==> src/rtl/muldiv_unit.sv <==
// Iterative RV32M/RV64M multiply/divide unit: radix-2 shift-add multiply, restoring divide.
// Optional build macro MULDIV_EARLY_OUT_EN: special cases and multiply-by-zero finish in one cycle.
module muldiv_unit #(
    parameter int unsigned XLEN  = 32,
    parameter int unsigned TAG_W = 5
) (
    input  logic             clk_i,
    input  logic             rst_i,
    input  logic             in_valid_i,
    output logic             in_ready_o,
    input  logic [2:0]       op_i,
    input  logic [XLEN-1:0]  src1_i,
    input  logic [XLEN-1:0]  src2_i,
    input  logic [TAG_W-1:0] tag_i,
    input  logic             flush_i,
    output logic             out_valid_o,
    input  logic             out_ready_i,
    output logic [XLEN-1:0]  result_o,
    output logic [TAG_W-1:0] tag_o
);
    localparam int unsigned CNT_W = (XLEN > 1) ? $clog2(XLEN) : 1;
    localparam int unsigned ACC_W = 2 * XLEN;

    localparam logic [2:0] OP_MUL    = 3'd0;
    localparam logic [2:0] OP_MULH   = 3'd1;
    localparam logic [2:0] OP_MULHSU = 3'd2;
    localparam logic [2:0] OP_DIV    = 3'd4;
    localparam logic [2:0] OP_REM    = 3'd6;

    localparam logic [XLEN-1:0] INT_MIN = {1'b1, {(XLEN-1){1'b0}}};

    typedef enum logic [1:0] {IDLE, CALC, FIX, DONE} state_t;

    state_t state_q, state_d;

    logic [2:0]       op_q;
    logic [TAG_W-1:0] tag_q;
    logic [XLEN-1:0]  b_q;
    logic [ACC_W-1:0] acc_q;
    logic [CNT_W-1:0] cnt_q;
    logic             neg_a_q, neg_r_q, special_q;
    logic [XLEN-1:0]  special_res_q;

    logic             accept_c, early_c;
    logic             sgn1_c, sgn2_c, s1_c, s2_c;
    logic [XLEN-1:0]  mag1_c, mag2_c;
    logic             div_zero_c, ovf_c, special_c;
    logic [XLEN-1:0]  special_res_c;
    logic [ACC_W-1:0] acc_next_c;
    logic [XLEN-1:0]  fix_res_c;

    assign in_ready_o  = (state_q == IDLE);
    assign out_valid_o = (state_q == DONE);
    assign accept_c    = in_valid_i & ~flush_i;

    // Operand signedness and magnitudes at the accept edge
    always_comb begin
        sgn1_c = (op_i == OP_MULH) || (op_i == OP_MULHSU) || (op_i == OP_DIV) || (op_i == OP_REM);
        sgn2_c = (op_i == OP_MULH) || (op_i == OP_DIV) || (op_i == OP_REM);
        s1_c   = sgn1_c & src1_i[XLEN-1];
        s2_c   = sgn2_c & src2_i[XLEN-1];
        mag1_c = s1_c ? (XLEN'(0) - src1_i) : src1_i;
        mag2_c = s2_c ? (XLEN'(0) - src2_i) : src2_i;
    end

    // Divide special cases and their architected results
    always_comb begin
        div_zero_c = op_i[2] & (src2_i == '0);
        ovf_c      = ((op_i == OP_DIV) || (op_i == OP_REM)) && (src1_i == INT_MIN) && (src2_i == '1);
        special_c  = div_zero_c | ovf_c;
        if (div_zero_c) begin
            special_res_c = op_i[1] ? src1_i : '1;
        end else begin
            special_res_c = op_i[1] ? '0 : INT_MIN;
        end
    end

`ifdef MULDIV_EARLY_OUT_EN
    assign early_c = special_c | (~op_i[2] & (src2_i == '0));
`else
    assign early_c = 1'b0;
`endif

    // One iteration: multiply adds then shifts right; divide shifts left and trial-subtracts
    always_comb begin
        logic [XLEN:0]   sum;
        logic [XLEN:0]   trial;
        logic [XLEN-1:0] new_rem;
        logic            qbit;
        sum     = {1'b0, acc_q[ACC_W-1:XLEN]} + (acc_q[0] ? {1'b0, b_q} : '0);
        trial   = {acc_q[ACC_W-1:XLEN], acc_q[XLEN-1]} - {1'b0, b_q};
        qbit    = ~trial[XLEN];
        new_rem = qbit ? trial[XLEN-1:0] : acc_q[ACC_W-2:XLEN-1];
        if (op_q[2]) begin
            acc_next_c = {new_rem, acc_q[XLEN-2:0], qbit};
        end else begin
            acc_next_c = {sum, acc_q[XLEN-1:1]};
        end
    end

    // Sign correction and result selection in FIX
    always_comb begin
        logic [ACC_W-1:0] prod;
        logic [XLEN-1:0]  quo;
        logic [XLEN-1:0]  rem;
        prod = neg_a_q ? (ACC_W'(0) - acc_q) : acc_q;
        quo  = neg_a_q ? (XLEN'(0) - acc_q[XLEN-1:0]) : acc_q[XLEN-1:0];
        rem  = neg_r_q ? (XLEN'(0) - acc_q[ACC_W-1:XLEN]) : acc_q[ACC_W-1:XLEN];
        if (special_q) begin
            fix_res_c = special_res_q;
        end else if (!op_q[2]) begin
            fix_res_c = (op_q[1:0] == 2'd0) ? prod[XLEN-1:0] : prod[ACC_W-1:XLEN];
        end else begin
            fix_res_c = op_q[1] ? rem : quo;
        end
    end

    always_ff @(posedge clk_i) begin
        if (rst_i) state_q <= IDLE;
        else       state_q <= state_d;
    end

    always_comb begin
        state_d = state_q;
        case (state_q)
            IDLE: if (accept_c) state_d = early_c ? DONE : CALC;
            CALC: begin
                if (flush_i)                           state_d = IDLE;
                else if (cnt_q == CNT_W'(XLEN - 1))    state_d = FIX;
            end
            FIX:  state_d = flush_i ? IDLE : DONE;
            DONE: if (flush_i || out_ready_i) state_d = IDLE;
            default: state_d = IDLE;
        endcase
    end

    // Datapath registers
    always_ff @(posedge clk_i) begin
        if (rst_i) begin
            op_q          <= '0;
            tag_q         <= '0;
            b_q           <= '0;
            acc_q         <= '0;
            cnt_q         <= '0;
            neg_a_q       <= 1'b0;
            neg_r_q       <= 1'b0;
            special_q     <= 1'b0;
            special_res_q <= '0;
            result_o      <= '0;
            tag_o         <= '0;
        end else begin
            if (state_q == IDLE && accept_c) begin
                op_q          <= op_i;
                tag_q         <= tag_i;
                b_q           <= op_i[2] ? mag2_c : mag1_c;
                acc_q         <= {{XLEN{1'b0}}, (op_i[2] ? mag1_c : mag2_c)};
                cnt_q         <= '0;
                neg_a_q       <= s1_c ^ s2_c;
                neg_r_q       <= s1_c;
                special_q     <= special_c;
                special_res_q <= special_res_c;
                if (early_c) begin
                    result_o <= special_c ? special_res_c : '0;
                    tag_o    <= tag_i;
                end
            end
            if (state_q == CALC) begin
                acc_q <= acc_next_c;
                cnt_q <= cnt_q + 1'b1;
            end
            if (state_q == FIX && !flush_i) begin
                result_o <= fix_res_c;
                tag_o    <= tag_q;
            end
        end
    end
endmodule

==> config.mk <==
export PLATFORM = sky130hd
export DESIGN_NAME = muldiv_unit
export DESIGN_NICKNAME = d
export VERILOG_FILES = /design/src/rtl/muldiv_unit.sv
export SDC_FILE = /design/constraint.sdc
export NUM_CORES = 1
export LEC_CHECK = 0
export ABC_CLOCK_PERIOD_IN_PS = 7500
export BUFFER_PORTS_ARGS = -buffer_cell sky130_fd_sc_hd__clkbuf_2
export CORE_AREA = 2 2 206 208
export CTS_BUF_LIST = sky130_fd_sc_hd__clkbuf_8
export DETAILED_ROUTE_END_ITERATION = 8
export DIE_AREA = 0 0 208 210
export SLEW_MARGIN = 20
export SYNTH_ARGS = -nofsm -noshare
export SYNTH_HDL_FRONTEND = slang
export SYNTH_SLANG_ARGS = --single-unit
==> constraint.sdc <==
create_clock -name clk_i -period 7.5 [get_ports clk_i]
set_input_delay 1.875 -clock clk_i [delete_from_list [all_inputs] [get_ports clk_i]]
set_output_delay 1.875 -clock clk_i [all_outputs]
set_load 0.01 [all_outputs]
; Yosys cells after proc, flatten, opt, wreduce, memory -nomap -nowiden
; Index checks and enable logic that the tools add are counted.
[classes]
n_addsub = 8
eq_ne = 13
muxes = 27
bitwise_logic = 8
reduce_logical = 17
[op_table]
columns = operator, count
row1 = $mux 32, 15
row2 = $mux 64, 4
row3 = $sub 1x32->32 const A, 4
row4 = $eq 32x32->1 const B, 2
row5 = $sub 1x64->64 const A, 1
row6 = $add 32x32->33, 1
row7 = $sub 33x32->33, 1
row8 = $logic_not 32->1, 1
row9 = $mux 2, 5
row10 = $mux 5, 2
row11 = $pmux 2 s4, 1
row12 = $logic_or 1x1->1, 7
row13 = $eq 3x3->1 const B, 2
row14 = $add 5x1->5 const B, 1
row15 = $eq 5x5->1 const B, 1
row16 = $and 1x1->1, 4
row17 = $eq 2x2->1 const B, 2
row18 = $logic_and 1x1->1, 4
row19 = $logic_not 2->1, 2
row20 = $ne 2x1->1 const B, 2
row21 = $eq 3x1->1 const B, 1
row22 = $eq 3x2->1 const B, 1
row23 = $ne 3x3->1 const B, 1
row24 = $reduce_and 3->1, 1
row25 = other kinds (6), 7
[word_totals]
register_bits = 183
inputBits = 77
output_inout_bits = 39
elab_cells = 85

; Logic depth before layout (Yosys ltp)
; Gate-level depths: netlist of run 1.
[depth]
ltp_word = 9
mapped_depth = 16

; Least setup slack after synthesis of run 1
; Ideal clock, no wire load.
[synth_path]
path_type = input to register
from = in src2_i[5]
to = reg b_q[25]
setup_ns = 0.117
arrival_ns = 4.227
setup_slack_ns = 3.156
path_stages = 9
path_buffers = 0
cell_sequence = or4_4 -> nor4_4 -> nand2_2 -> or4_4 -> or4_4 -> o21ai_2 -> xor2_1 -> nand2_1 -> a32o_1
[synth_via]
elab_chain_len = 3
[synth_rtl]
columns = element, line
row1 = start: declaration, 13  ; input logic [XLEN-1:0] src2_i,
row2 = $sub 1x32->32, 63  ; mag2_c = s2_c ? (XLEN'(0) - src2_i) : src2_i;
row3 = $mux 32, 63
row4 = $mux 32, 155  ; b_q <= op_i[2] ? mag2_c : mag1_c;
row5 = end signal: assignment, 155
row6 = end: declaration, 38  ; logic [XLEN-1:0] b_q;
; No other way between the ends.
; A chain may end at the register's enable or synchronous reset.

; Worst setup path in the final report of run 1
[layout_path]
from = reg acc_q[31]
to = reg acc_q[52]
[layout_via]
elab_chain_len = 4
[layout_rtl]
columns = element, line
row1 = start: declaration, 39  ; logic [ACC_W-1:0] acc_q;
row2 = start signal: assignment, 156  ; acc_q <= {{XLEN{1'b0}}, (op_i[2] ? mag1_c : mag2_c)};
row3 = start signal: assignment, 168  ; acc_q <= acc_next_c;
row4 = $sub 33x32->33, 91  ; trial = {acc_q[ACC_W-1:XLEN], acc_q[XLEN-1]} - {1'b0, b_q};
row5 = $mux 32, 93  ; new_rem = qbit ? trial[XLEN-1:0] : acc_q[ACC_W-2:XLEN-1];
row6 = $mux 64, 94  ; if (op_q[2]) begin
row7 = $mux 64, 167  ; if (state_q == CALC) begin
; No other way between the ends.

==> results.json, run 1 <==
{
  "status": "complete, no violations",
  "start_kind": "flop",
  "boundaryPins": 116,
  "ys_ff_latch": 183,
  "end_kind": "flop",
  "crit_required_ns": 7.93,
  "instances_no_fill": 2773,
  "gp_congestion": 0.980,
  "synthArstFlopShare_pct": 0,
  "clk_pin_slew_ns": 0.12,
  "ys.warnings.count": 0,
  "fin_worst_skew_ns": 0.0215,
  "finalSetupViolCount": 0,
  "timing.hold.ws_ns": 0.456,
  "fillers": 4373,
  "die_h_um": 210,
  "grt_max_degree": 86,
  "p_per_area_mw_per_mm2": 154,
  "overflow": 0,
  "cts_buffers": 17,
  "critical_path.max_fanout": 25,
  "yosysTopAreaCell": "dfxtp_1",
  "ys.flop_type": "dfxtp_1",
  "synth_seq_area_share_pct": 22.4,
  "multi_input_area_mm2": 0.0118,
  "cts_sinks": 183,
  "synth_nets": 2385,
  "grt_setup_unrepaired": "false",
  "tightest_slew_ns": 1.01,
  "hold_start": "result_o[9]$_SDFFE_PP0P_",
  "vias_per_cell": 6.09,
  "grt_pass1_wl_mm": 94.5,
  "cts.path.max_buffers": 2,
  "cts.htree.levels": 4,
  "synth_edf_count": 0,
  "worst_slack_ns": 2.71,
  "drc_errors": 0,
  "antenna_found_initial": 0,
  "final.min_clock_period_ns": 4.79,
  "cts_root_buf": "clkbuf_8",
  "routedWlPerCell_um": 22.7,
  "port_buffers": 115,
  "cp_top_family": "simple AND/OR/NAND/NOR gates",
  "synthTopCellsByCount": "nor2_1 (218), nand2_1 (217), a21oi_1 (215), dfxtp_1 (183), clkbuf_1 (144)",
  "slowest_stage": "xor2_4",
  "cts_tree": "built",
  "synth_top_area_share_pct": 22.4,
  "maxSlewHeadroom_pct": 32.8,
  "drt_iter0_markers": 1653,
  "ctsHoldBuffers": 0,
  "final_util_pct": 42.3,
  "power.leakage_nw": 6.66,
  "maxCapViolCount": 0,
  "critical_path.startpoint": "acc_q[31]$_SDFFE_PP0P_",
  "post_cts_buffers": 0,
  "num_vias": 16879,
  "drt-total-wl_mm": 63.1,
  "drtPass1Iterations": 5,
  "syn_area_per_cell_um2": 7.31,
  "initial_core_util_pct": 39.4,
  "hold_viol_final": 0,
  "die_w_um": 208,
  "core_mm2": 0.0415,
  "clk_latency_ns": 0.53,
  "cts_resized": 0,
  "ir_worst_vdd_v": 0.000121,
  "ys_types": 91,
  "fin_nets": 2371,
  "yosysMostFrequentCell": "nor2_1",
  "dp_hpwl_mm": 48.3,
  "dieArea_mm2": 0.0437,
  "place_ws_ns": 2.23,
  "seq_area_mm2": 0.00367,
  "grt_pass1_vias": 15322,
  "clock.fmax_mhz": 209,
  "place_inst": 2741,
  "synthTopCellsByArea": "dfxtp_1 (22%), a21oi_1 (6.6%), xnor2_1 (5.8%)",
  "ant_nets": 0,
  "rows": 75,
  "synth_cells": 2235,
  "hold_path.class": "reg2reg",
  "track_usage_pct": 28.0,
  "worst-path-buf-inv": 2,
  "cp.arrival_ns": 5.22,
  "drive_gt1_share_pct": 11.0,
  "crit_path_frequent_cell": "o21ai_1",
  "syn_area_mm2": 0.0163,
  "path_class": "reg2reg",
  "path_cells": "inv_1 > ha_1 > fa_1 > nor2b_1 > o31a_1 > nor3b_1 > o21ai_1 > nor3_1 > nor2_2 > xor2_4 > buf_4 > mux2i_1 > o21ai_1 > or3b_1",
  "num_antenna_cells": 0,
  "reg2reg_from": "acc_q[31]$_SDFFE_PP0P_",
  "area_growth_pct": 7.41,
  "setup_tns_ns": 0,
  "worst_path_largest_cell_delay_ns": 0.73,
  "slew_violations": 0,
  "min_period_over_period_pct": 63.9
}
[power by group]
part / switching, mW / leakage, nW / internal [mW] / total (mW)
logic: 0.611 / 4.97 / 0.324 / 0.934
clock network: 0.434 / 0.197 / 0.275 / 0.709
registers: 0.0585 / 1.49 / 1.01 / 1.06
[per-stage QoR]
| stage | power (mW) | cell area (µm²) |
|---|---|---|
| after global placement | 1.99 | 17100 |
| after floorplan | 1.70 | 16300 |
| final | 2.71 | 17500 |
| after CTS | 2.69 | 17500 |
| after global routing | 2.82 | 17500 |
| after detailed placement | 1.99 | 17100 |
[worst paths after layout]
check,end,slack (ns),cells past startpoint
max,acc_q[52]$_SDFFE_PP0P_,2.71,14
min,result_o[9]$_SDFFE_PP0P_,0.46,2
max reg2reg,acc_q[52]$_SDFFE_PP0P_,2.71,14
min reg2reg,result_o[9]$_SDFFE_PP0P_,0.46,2
[cell families after synthesis]
kind of cell,share of synthesized area (%)
simple gates,23.6
compound gates,27.6
buf+inv,5.71
xor+xnor,10.7
flops,22.4
fa+ha+maj,5.68
mux,4.30
[layout by cell type (no fill, tap or decap), types with 8 or more instances in the layout]
cell,synthesis,routed
xor2_1,89,89
nor3_1,57,53
o22ai_1,8,8
ha_1,71,71
a221oi_1,17,17
and3_1,9,9
o21ai_0,116,116
nand4_1,16,16
clkbuf_2,0,114
o21ai_1,42,42
nor2_1,218,217
nor2b_1,49,49
nand3_1,37,37
xnor2_1,108,108
clkbuf_8,0,17
and2_1,10,10
o31ai_1,30,30
a211oi_1,64,64
or4_1,13,12
a21o_1,40,40
buf_4,3,28
a21oi_1,215,215
dfxtp_1,183,181
nand2b_1,22,22
nand2_1,217,217
o41ai_1,12,12
or3_1,25,24
a22oi_1,25,25
o221ai_1,19,19
nor3_2,26,29
nand3b_1,14,14
inv_1,60,61
mux2i_1,59,59
a31oi_1,18,18
o211ai_1,29,29
nor4_1,19,19
[cell type report]
cell class | instances | share of cell area, %
Multi-Input combinational cell | 1814 | 67.2
Timing Repair Buffer | 142 | 4.45
Tap cell | 539 | 3.84
Sequential cell | 183 | 20.9
Clock buffer | 17 | 1.33
Inverter | 63 | 1.35
Clock inverter | 15 | 0.927
[worst reg2reg max path, stage by stage, from the launching register on]
cell	delay (ns)
dfxtp_1	0.53
inv_1	0.14
ha_1	0.26
fa_1	0.44
nor2b_1	0.18
o31a_1	0.17
nor3b_1	0.10
o21ai_1	0.54
nor3_1	0.16
nor2_2	0.29
xor2_4	0.73
buf_4	0.45
mux2i_1	0.26
o21ai_1	0.07
or3b_1	0.39
[registers in the layout, summed over array words and instances, names as in the netlist]
signal,count
cnt_q,5
result_o,32
op_q,3
acc_q,64
neg_a_q,1
b_q,32
tag_o,5
special_q,1
tag_q,5
special_res_q,32
state_q,2
neg_r_q,1
[layer usage]
layer / part of all wire, % / global-route usage (%)
met5: 0 / 0
met4: 2.8 / 8.95
met3: 7.8 / 4.65
met2: 45 / 43.8
met1: 45 / 39.1
Note: power is estimated with default switching activity, not from simulation.
==> run 2: changes to the inputs <==
- ABC_CLOCK_PERIOD_IN_PS: 7500 -> 4780
- clock period: 7.5 -> 4.78 ns (I/O delays scaled with it)
==> results.json, run 2 (synthesis results as in run 1) <==
{
  "fin_worst_skew_ns": 0.0221,
  "num_antenna_cells": 0,
  "finalSetupViolCount": 0,
  "num_vias": 17082,
  "drt_iter0_markers": 1738,
  "final.min_clock_period_ns": 3.90,
  "grtUsageMet3_pct": 3.75,
  "ctsHoldBuffers": 0,
  "cts_sinks": 183,
  "critical_path.max_fanout": 6,
  "crit_required_ns": 5.21,
  "instances_no_fill": 2798,
  "cp.arrival_ns": 4.33,
  "grt_pass1_wl_mm": 97.1,
  "dieArea_mm2": 0.0437,
  "tightest_slew_ns": 0.941,
  "path_cells": "and2_1 > ha_1 > inv_1 > fa_1 > nand2b_1 > a21oi_1 > o21ai_1 > o21ai_0 > a21oi_1 > o21ai_1 > a311oi_1 > xnor2_1 > nor3_1 > nor4_1",
  "cp_top_family": "compound AO/OA/AOI/OAI gates",
  "die_h_um": 210,
  "routedWlPerCell_um": 22.9,
  "largest_register_ffs": 64,
  "hold_path.class": "reg2reg",
  "fin_nets": 2396,
  "drt-total-wl_mm": 64.1,
  "post_cts_buffers": 0,
  "p_per_area_mw_per_mm2": 239,
  "place_inst": 2766,
  "slowest_stage": "dfxtp_1",
  "dp_hpwl_mm": 49.7,
  "start_kind": "flop",
  "met2_usage_pct": 44.1,
  "worst-path-buf-inv": 1,
  "clock.fmax_mhz": 256,
  "cts_buffers": 17,
  "grt_setup_unrepaired": "false",
  "status": "complete, no violations",
  "drive_gt1_share_pct": 12.0,
  "boundaryPins": 116,
  "grt_pass1_vias": 15606,
  "busiest_layer": "met2",
  "drtPass1Iterations": 6,
  "initial_core_util_pct": 39.4,
  "port_buffers": 115,
  "cts_resized": 0,
  "fillers": 4407,
  "area_growth_pct": 8.48,
  "path_class": "reg2reg",
  "use_met1_pct": 41.7,
  "overflow": 0,
  "total_power_mw": 4.24,
  "ant_nets": 0,
  "maxSlewHeadroom_pct": 37.0,
  "cts_tree": "built",
  "clk_pin_slew_ns": 0.11,
  "core_mm2": 0.0415,
  "setup_tns_ns": 0,
  "cts.htree.levels": 4,
  "rows": 75,
  "worst_path_largest_cell_delay_ns": 0.50,
  "gp_congestion": 0.959,
  "maxCapViolCount": 0,
  "layout.cells.most_common_list": "nand2_1 (217), nor2_1 (217), a21oi_1 (215), dfxtp_1 (181), o21ai_0 (116)",
  "die_w_um": 208,
  "min_period_over_period_pct": 81.7,
  "vias_per_cell": 6.11,
  "cts.path.max_buffers": 2,
  "ir_worst_vdd_v": 0.000163,
  "end_kind": "flop",
  "drc_errors": 0,
  "slew_violations": 0,
  "top_register": "acc_q",
  "track_usage_pct": 28.6,
  "clk_latency_ns": 0.52,
  "antenna_found_initial": 2,
  "cts_root_buf": "clkbuf_8",
  "grt_max_degree": 83,
  "hold_viol_final": 0,
  "power.leakage_nw": 6.77
}
==> run 2: per-stage QoR <==
step           utilization, %  hold slack (ns)  setup WS [ns]  instance area (µm²)
3_5_place_dp             41.8            0.449          0.480                17300
6_report                 42.7            0.463          0.877                17700
4_1_cts                  42.7            0.464          0.919                17700
5_1_grt                  42.7            0.475          0.535                17700
3_3_place_gp             41.8            0.436          0.547                17300
2_1_floorplan               -            0.432           1.12                16300
==> run 2: worst paths after layout <==
path                                 end  depth (start not counted)             startpoint  slack [ns]
hold reg to reg      b_q[8]$_SDFFE_PP0P_                          2    b_q[8]$_SDFFE_PP0P_        0.46
setup reg to reg  acc_q[59]$_SDFFE_PP0P_                         14  acc_q[0]$_SDFFE_PP0P_        0.88
hold / removal       b_q[8]$_SDFFE_PP0P_                          2    b_q[8]$_SDFFE_PP0P_        0.46
setup / recovery  acc_q[59]$_SDFFE_PP0P_                         14  acc_q[0]$_SDFFE_PP0P_        0.88
==> run 2: tightest hold or removal path, stage by stage (launching register included) <==
cell and delay [ns]:
dfxtp_1 0.33, nand2_1 0.05, a21oi_1 0.05
==> run 2: final cells by class <==
type | count | area (µm²) | area share (%)
Multi-Input combinational cell | 1814 | 11800 | 66.5
Sequential cell | 183 | 3670 | 20.7
Timing Repair Buffer | 167 | 981 | 5.54
Tap cell | 539 | 674 | 3.81
Inverter | 63 | 236 | 1.33
Clock buffer | 17 | 234 | 1.32
Clock inverter | 15 | 139 | 0.784
==> run 2: routing by layer <==
layer / routed length [µm] / share of wire, % / vias to the layer above
met5: 23 / 0.036 / -
met4: 1540 / 2.4 / 4
met3: 4340 / 6.8 / 85
met2: 28400 / 44 / 676
met1: 29800 / 46 / 8198
li1: - / - / 8119
==> run 2: power breakdown <==
group	switching, mW	internal [mW]
logic	0.964	0.523
registers	0.0981	1.58
clock network	0.693	0.384
total	1.75	2.48
